**src/rtl/tri_pkg.sv**
```systemverilog
// Shared types and constants for the triangle-wave sweep sequencer.
package tri_pkg;

  typedef enum logic [1:0] {
    IDLE    = 2'd0,
    GOT_LO  = 2'd1,
    PENDING = 2'd2
  } cfg_state_t;

  localparam logic [3:0] BCD_MAX  = 4'd9;
  localparam logic       DIR_UP   = 1'b1;
  localparam logic       DIR_DOWN = 1'b0;

  function automatic logic is_bcd(input logic [3:0] d);
    return d <= BCD_MAX;
  endfunction

endpackage

```
**src/rtl/tri_tick_gen.sv**
```systemverilog
// Free-running divider producing a one-cycle tick every DIV clocks (DIV >= 2).
module tri_tick_gen #(
  parameter int DIV   = 4,
  parameter int CNT_W = $clog2(DIV)
) (
  input  logic clk,
  input  logic reset_n,
  output logic tick
);

  logic [CNT_W-1:0] div;

  // The tick flop is armed one count early so it is high exactly while div == DIV-1.
  always_ff @(posedge clk or negedge reset_n) begin
    if (!reset_n) begin
      div  <= '0;
      tick <= 1'b0;
    end else begin
      if (div == CNT_W'(DIV - 1)) div <= '0;
      else                        div <= div + CNT_W'(1);
      tick <= (div == CNT_W'(DIV - 2));
    end
  end

endmodule

```
**src/rtl/tri_sweep_ctrl.sv**
```systemverilog
// Sequencer for the triangle-wave BCD counter: limit loading, direction and step timing.
// New limits are taken over only at a turning point so the counter never sees a glitch.
module tri_sweep_ctrl
  import tri_pkg::*;
#(
  parameter int DIV   = 25_000_000,
  parameter int CNT_W = $clog2(DIV)
) (
  input  logic       clk,
  input  logic       reset_n,
  input  logic       push,
  input  logic [3:0] din,
  input  logic [3:0] value,
  output logic       cen,
  output logic       dir,
  output logic [3:0] limitl,
  output logic [3:0] limith,
  output logic [1:0] cfg_state,
  output logic       err
);

  logic       rst_meta_n;
  logic       rst_sync_n;
  logic       tick;
  logic       push_q;
  logic [3:0] pend_lo;
  logic [3:0] pend_hi;
  cfg_state_t state;

  logic push_rise;
  logic din_ok;
  logic load;
  logic hold;
  logic at_turn;
  logic apply;

  // NOTE: assertion is asynchronous, release is re-timed through two flops to avoid recovery races.
  always_ff @(posedge clk or negedge reset_n) begin
    if (!reset_n) begin
      rst_meta_n <= 1'b0;
      rst_sync_n <= 1'b0;
    end else begin
      rst_meta_n <= 1'b1;
      rst_sync_n <= rst_meta_n;
    end
  end

  tri_tick_gen #(
    .DIV   (DIV),
    .CNT_W (CNT_W)
  ) u_tick (
    .clk     (clk),
    .reset_n (rst_sync_n),
    .tick    (tick)
  );

  assign push_rise = push & ~push_q;
  assign din_ok    = is_bcd(din);
  assign load      = push_rise & din_ok;

  // Equal limits with the counter sitting on them: freeze the wave.
  assign hold    = (limitl == limith) && (value == limitl);
  assign at_turn = ((dir == DIR_UP)   && (value >= limith)) ||
                   ((dir == DIR_DOWN) && (value <= limitl)) ||
                   hold;
  // Avoid the tick cycle so a limit change never coincides with a cen launch.
  assign apply   = (state == PENDING) && at_turn && !tick;

  assign cfg_state = state;

  // NOTE: every register here uses <= so all updates see the pre-edge values of each other.
  always_ff @(posedge clk or negedge rst_sync_n) begin
    if (!rst_sync_n) begin
      push_q  <= 1'b0;
      state   <= IDLE;
      pend_lo <= '0;
      pend_hi <= '0;
      limitl  <= '0;
      limith  <= BCD_MAX;
      dir     <= DIR_UP;
      cen     <= 1'b0;
      err     <= 1'b0;
    end else begin
      push_q <= push;
      err    <= push_rise & ~din_ok;
      cen    <= tick & ~hold;

      if (!hold) begin
        if ((dir == DIR_UP) && (value >= limith))        dir <= DIR_DOWN;
        else if ((dir == DIR_DOWN) && (value <= limitl)) dir <= DIR_UP;
      end

      // NOTE: the default arm keeps the decode full; unlisted encodings recover to IDLE.
      unique case (state)
        IDLE: begin
          if (load) begin
            pend_lo <= din;
            state   <= GOT_LO;
          end
        end
        GOT_LO: begin
          if (load) begin
            if (pend_lo > din) begin
              pend_lo <= din;
              pend_hi <= pend_lo;
            end else begin
              pend_hi <= din;
            end
            state <= PENDING;
          end
        end
        PENDING: begin
          // Apply takes priority; a push in the same cycle is consumed.
          if (apply) begin
            limitl <= pend_lo;
            limith <= pend_hi;
            state  <= IDLE;
          end else if (load) begin
            pend_lo <= din;
            state   <= GOT_LO;
          end
        end
        default: state <= IDLE;
      endcase
    end
  end

endmodule

```
**config.mk**
```make
export PLATFORM = sky130hd
export DESIGN_NAME = tri_sweep_ctrl
export DESIGN_NICKNAME = d
export VERILOG_FILES = /design/src/rtl/tri_pkg.sv /design/src/rtl/tri_tick_gen.sv /design/src/rtl/tri_sweep_ctrl.sv
export SDC_FILE = /design/constraint.sdc
export NUM_CORES = 1
export LEC_CHECK = 0
export CAP_MARGIN = 20
export CORE_MARGIN = 4
export CORE_UTILIZATION = 40
export DETAILED_ROUTE_END_ITERATION = 10
export PLACE_DENSITY = 0.56
export SLEW_MARGIN = 10
export SYNTH_ARGS = -nofsm -noshare
export SYNTH_HDL_FRONTEND = slang
export SYNTH_HIERARCHICAL = 1
export SYNTH_SLANG_ARGS = --single-unit
```
**constraint.sdc**
```tcl
create_clock -name clk -period 2.6 [get_ports clk]
set_input_delay 0.52 -clock clk [delete_from_list [all_inputs] [get_ports clk]]
set_output_delay 0.52 -clock clk [all_outputs]
set_load 0.02 [all_outputs]
```
### Word level (Yosys, flattened, before mapping)

Cells that the tools add are included.

* add/sub/neg operators: 1
* $mul: 0
* div/mod/pow operators: 0
* order comparisons: 4
* equal/unequal tests: 9
* shift operators: 0
* mux-type cells: 13
* bitwise operators: 8
* reduce and logical (&&, ||, !) cells: 15

Operator list (number)
* == test 25 bit (second input constant): 2
* adder 25 x 1 -> 25 bit (second input constant): 1
* two-way mux 25 bit: 1
* two-way mux 4 bit: 5
* one-hot mux 4 bit (3 select lines): 1
* == test 4 bit: 2
* two-way mux 2 bit: 3
* != test 2 bit (second input constant): 3
* one-hot mux 2 bit (3 select lines): 1
* AND reduction 2 bit: 3
* logical AND 1 bit: 5
* bitwise AND 1 bit: 4
* >= comparator 4 bit: 1
* > comparator 4 bit: 1
* <= comparator 4 bit: 1
* <= comparator 4 bit (second input constant): 1
* NOT 1 bit: 4
* AND reduction 4 bit: 1
* nonzero test 3 bit: 1
* == test 2 x 1 -> 1 bit (second input constant): 1
* == test 2 bit (second input constant): 1
* zero test 2 bit: 1
* logical OR 1 bit: 2
* two-way mux 1 bit: 2
* other kinds (2): 2

* register bits: 50
* latch bits: 0
* bits in writable memories: 0
* memory bits (read-only): 0
* bits of input ports: 11
* output and inout port bits: 13
* memories kept: 0

### Longest topological paths before layout

* depth after elaboration: 8
* gate-level depth with buffers: 8

### Cells and area by module

Netlist, hierarchy kept.

Modules (own cells, without submodules)
* tri_sweep_ctrl: instances 1, cells each 118, area each 1376.3 µm², sequential area each 604.3 µm²
* tri_tick_gen: instances 1, cells each 127, area each 1300.0 µm², sequential area each 650.6 µm²

### Worst setup path after synthesis

OpenSTA, ideal clock, no wires.

* kind: flip-flop to flip-flop
* start: reg limith[0]
* end: reg pend_lo[0]
* arrival: 2136 ps
* required time: 2472 ps
* slack: 336 ps
* cell stages (with the launch flop): 8
* path buffers: 0
* period minus slack after synthesis: 2264 ps
* cells stage by stage: dfstp_2 -> ha_1 -> nand2b_1 -> a2111o_1 -> nand3_1 -> o21ai_4 -> a21oi_2 -> mux2_1

* cells in the longest elaborated chain, start to end: 8
* elaborated cells on any way between the ends: 10
* classes of those cells: 1 x order compare; 2 x eq/ne; 7 x reduce/logical

Ends and longest elaborated chain
* start, declared: line tri_sweep_ctrl.sv:17 `output logic [3:0] limith,`
* start signal, assigned: line tri_sweep_ctrl.sv:116 `limith <= pend_hi;`
* >= comparator 4 bit: line tri_sweep_ctrl.sv:63 `assign at_turn = ((dir == DIR_UP) && (value >= limith)) ||`
* logical AND 1 bit: line tri_sweep_ctrl.sv:63
* logical OR 1 bit: line tri_sweep_ctrl.sv:63
* logical OR 1 bit *: line tri_sweep_ctrl.sv:64 `((dir == DIR_DOWN) && (value <= limitl)) ||`
* logical AND 1 bit * (2 in series): line tri_sweep_ctrl.sv:67 `assign apply = (state == PENDING) && at_turn && !tick;`
* != test 2 bit (no source line) *
* AND reduction 4 bit (no source line) *
* end signal, assigned: line tri_sweep_ctrl.sv:97 `pend_lo <= din;`
* end signal, assigned: line tri_sweep_ctrl.sv:104 `pend_lo <= din;`
* end signal, assigned: line tri_sweep_ctrl.sv:119 `pend_lo <= din;`
* end, declared: line tri_sweep_ctrl.sv:26 `logic [3:0] pend_lo;`

Mark *: on every way between the ends. The rest lies on a longest branch, timed or not.
A chain may end at the register's enable or synchronous reset.

### Worst setup path after layout

* start: in value[0]
* end: reg pend_lo[1]

* cells in the longest elaborated chain, start to end: 8
* elaborated cells on any way between the ends: 12
* classes of those cells: 2 x order compare; 2 x eq/ne; 8 x reduce/logical

Ends and longest elaborated chain
* start, declared: line tri_sweep_ctrl.sv:13 `input logic [3:0] value,`
* >= comparator 4 bit / <= comparator 4 bit (equally long branches): line tri_sweep_ctrl.sv:63, tri_sweep_ctrl.sv:64
* logical AND 1 bit (on tied branches): line tri_sweep_ctrl.sv:63, tri_sweep_ctrl.sv:64
* logical OR 1 bit: line tri_sweep_ctrl.sv:63
* logical OR 1 bit *: line tri_sweep_ctrl.sv:64
* logical AND 1 bit * (2 in series): line tri_sweep_ctrl.sv:67
* != test 2 bit (no source line) *
* AND reduction 4 bit (no source line) *

Marked as above.

==> impl_metrics.yaml <==
die:
  die-width_um: 89.80
  start_util_pct: 41.67
  coreArea_mm2: 0.006422
  die_area_mm2: 0.008063
  die_y_um: 89.80
  io_pins: 24
  rows: 29
setup_path:
  cp.required_ns: 2.80
  cp-start-kind: "input port"
  cp_max_fo: 4
  cp.arrival_ns: 2.64
  endpoint_kind: "flip-flop"
  path_class: "in2reg"
timing:
  skew_ns: 0.006764
  timing.final.ws_setup_ns: 0.1554
  setup_viol: 0
  hold_ws_ns: 0.1842
  hold_violations: 0
  fin_crit_sh_pct: 94.02
  drv_slew: 0
  min_period_ns: 2.445
  fmax_ghz: 0.4091
  rsz0062_at_grt: "no"
logic_synthesis:
  ys.flop_type: "dfrtp_1"
  yosysWarnings: 6
  synth-edff-count: 0
  syn_area_per_cell_um2: 10.92
  ys_ff_latch: 50
  synth_cell_types: 56
  synth_nets: 270
  syn_inst: 245
  netlist_area_mm2: 0.002676
  async_flop_share_pct: 100.0
  ys_seq_area_share_pct: 46.89
cells_and_area:
  final_core_util_pct: 49.07
  multiInputGateArea_mm2: 0.001341
  syn2layout_area_growth_pct: 17.77
  nets: 302
  drive_above_1_share_pct: 15.47
  fillers: 608
  fin_cells: 355
  antenna_cells: 0
  seq_area_mm2: 0.001256
clock_tree:
  cts_num_sinks: 50
  post_cts_buffers: 0
  cts_root_buffer: "clkbuf_8"
  clock_latency_ns: 0.30
  cts_inserted_buffers: 5
  path_clk_slew_ns: 0.09
  cts_buffer_depth: 2
  htreeDepth: 2
  cts_tree: "yes"
  postCtsHoldBufs: 0
run_status:
  status: "finished clean"
detailed_routing:
  route.detailed.wl_per_inst_um: 13.93
  via_count: 1862
  drc: 0
  drt-initial-drc-count: 62
  viasPerCell: 5.245
  ant_nets: 0
  routed_wl_um: 4944
  dr.pass1.iters: 4
placed_design:
  io_buffers: 23
  dp_hpwl_um: 3747
  place_ws_ns: -0.2213
  dpl.cell_count: 346
  gp_congestion: 0.7937
global_route:
  first_global_vias: 1812
  grt_pass1_wl_um: 8569
  grt.overflow.total: 0
  grt_antenna_before_repair: 0
  grt_max_degree: 49
  grt_use_total_pct: 13.00
hold_path:
  min_path_type: "reg2async"
job:
  drv_cap: 0
power_and_ir_drop:
  p_per_area_mw_per_mm2: 787.4
  p_total_mw: 2.482
  ir_worst_vdd_mv: 0.4026
  leakagePower_nw: 1.405
[sequential cells by signal (all words and copies together), names as in the netlist]
signal and cells:
cen 1, cfg_state 2, dir 1, err 1
limith 4, limitl 4, pend_hi 4, pend_lo 4
push_q 1, rst_meta_n 1, rst_sync_n 1, u_tick/div 25
u_tick/tick 1
[placed cells by master (no fill, tap or decap), drive strengths merged, types with 12 or more instances in the layout]
cell type	n
inv	18
o21ai	12
nand2	15
xor2	13
nor2	13
dfrtp	47
mux2	12
ha	14
clkdlybuf4s50	23
a21oi	13
[through the flow]
stage	TNS, ns	area [µm²]
after floorplan	0	2676
after global placement	-1.466	3014
after detailed placement	-1.654	3014
after CTS	0	3124
after global routing	0	3152
final	0	3152
[worst max-delay path, cell delays in order]
cell and delay, ns:
clkdlybuf4s50_1 0.45, inv_1 0.05, ha_1 0.27, nand2b_1 0.14
a2111o_1 0.42, nand3_1 0.14, o21ai_4 0.10, a21oi_4 0.21
mux2_1 0.33
[cells by family after synthesis]
family                     after synthesis  share of synthesized area, %
adders and majority gates               14                         6.545
buffers and inverters                   21                         3.272
muxes                                   16                         7.667
other                                    1                        0.1401
DFF                                     50                         46.89
xor gates and xnor gates                21                         6.873
and+or+nand+nor                         85                         19.54
AOI/OAI and AO/OA                       37                         9.070
[cell type report]
cell class              instances  share of cell area [%]
repair buffers                 28                   8.892
inverters                      18                   2.144
multi-input cells             174                   42.56
well taps                      77                   3.057
clock buffers                   8                   3.493
flip-flops and latches         50                   39.86
[path summary, 6_finish.rpt]
path,slack [ns],startpoint,cells after the start,endpoint
setup / recovery,0.16,value[0],9,pend_lo[1]
min in group clk,0.36,rst_meta_n,0,rst_sync_n
setup reg to reg,0.34,limith[0],7,pend_lo[1]
hold / removal,0.18,rst_sync_n,0,err
hold reg to reg,0.18,rst_sync_n,0,err
max in group asynchronous,1.85,rst_sync_n,1,limith[0]
[per-layer routing]
layer	up-vias	wire length (µm)	GRT usage (%)	share of wire [%]
met5	-	0	0	0
met4	0	52	3.831	1.1
met3	5	179	3.673	3.6
met2	27	2145	19.61	43
met1	892	2567	18.23	52
li1	938	-	-	-
[timing repair]
action / 4_1_cts / 5_1_grt
gates resized for setup: 0 / 1
endpoints found under the hold margin: 0 / 0
setup endpoints to repair: 0 / 1
[cells in the mapped netlist, types with 3 or more instances]
library cell / n / area, µm²
mux2i_1: 4 / 40.04
o21ai_1: 7 / 35.03
o31ai_1: 3 / 22.52
or3_2: 3 / 22.52
mux2_1: 4 / 45.04
nand2_1: 14 / 52.55
dfstp_2: 3 / 78.83
nor3_1: 4 / 20.02
mux2_4: 8 / 120.1
a21oi_1: 11 / 55.05
inv_1: 18 / 67.56
o21ai_0: 4 / 20.02
nor2_1: 13 / 48.80
or4_1: 3 / 22.52
dfrtp_1: 47 / 1176
nand3b_1: 4 / 30.03
xor2_1: 13 / 113.9
ha_1: 14 / 175.2
xnor2_1: 8 / 70.07
nand3_1: 10 / 50.05
nand4_1: 6 / 37.54
nor4_1: 3 / 18.77
[report_power, final]
group          internal (mW)  switching [mW]
Combinational          0.452           0.430
Clock                  0.269           0.250
Sequential             0.924           0.155
Power figures use the tool's default switching activity.
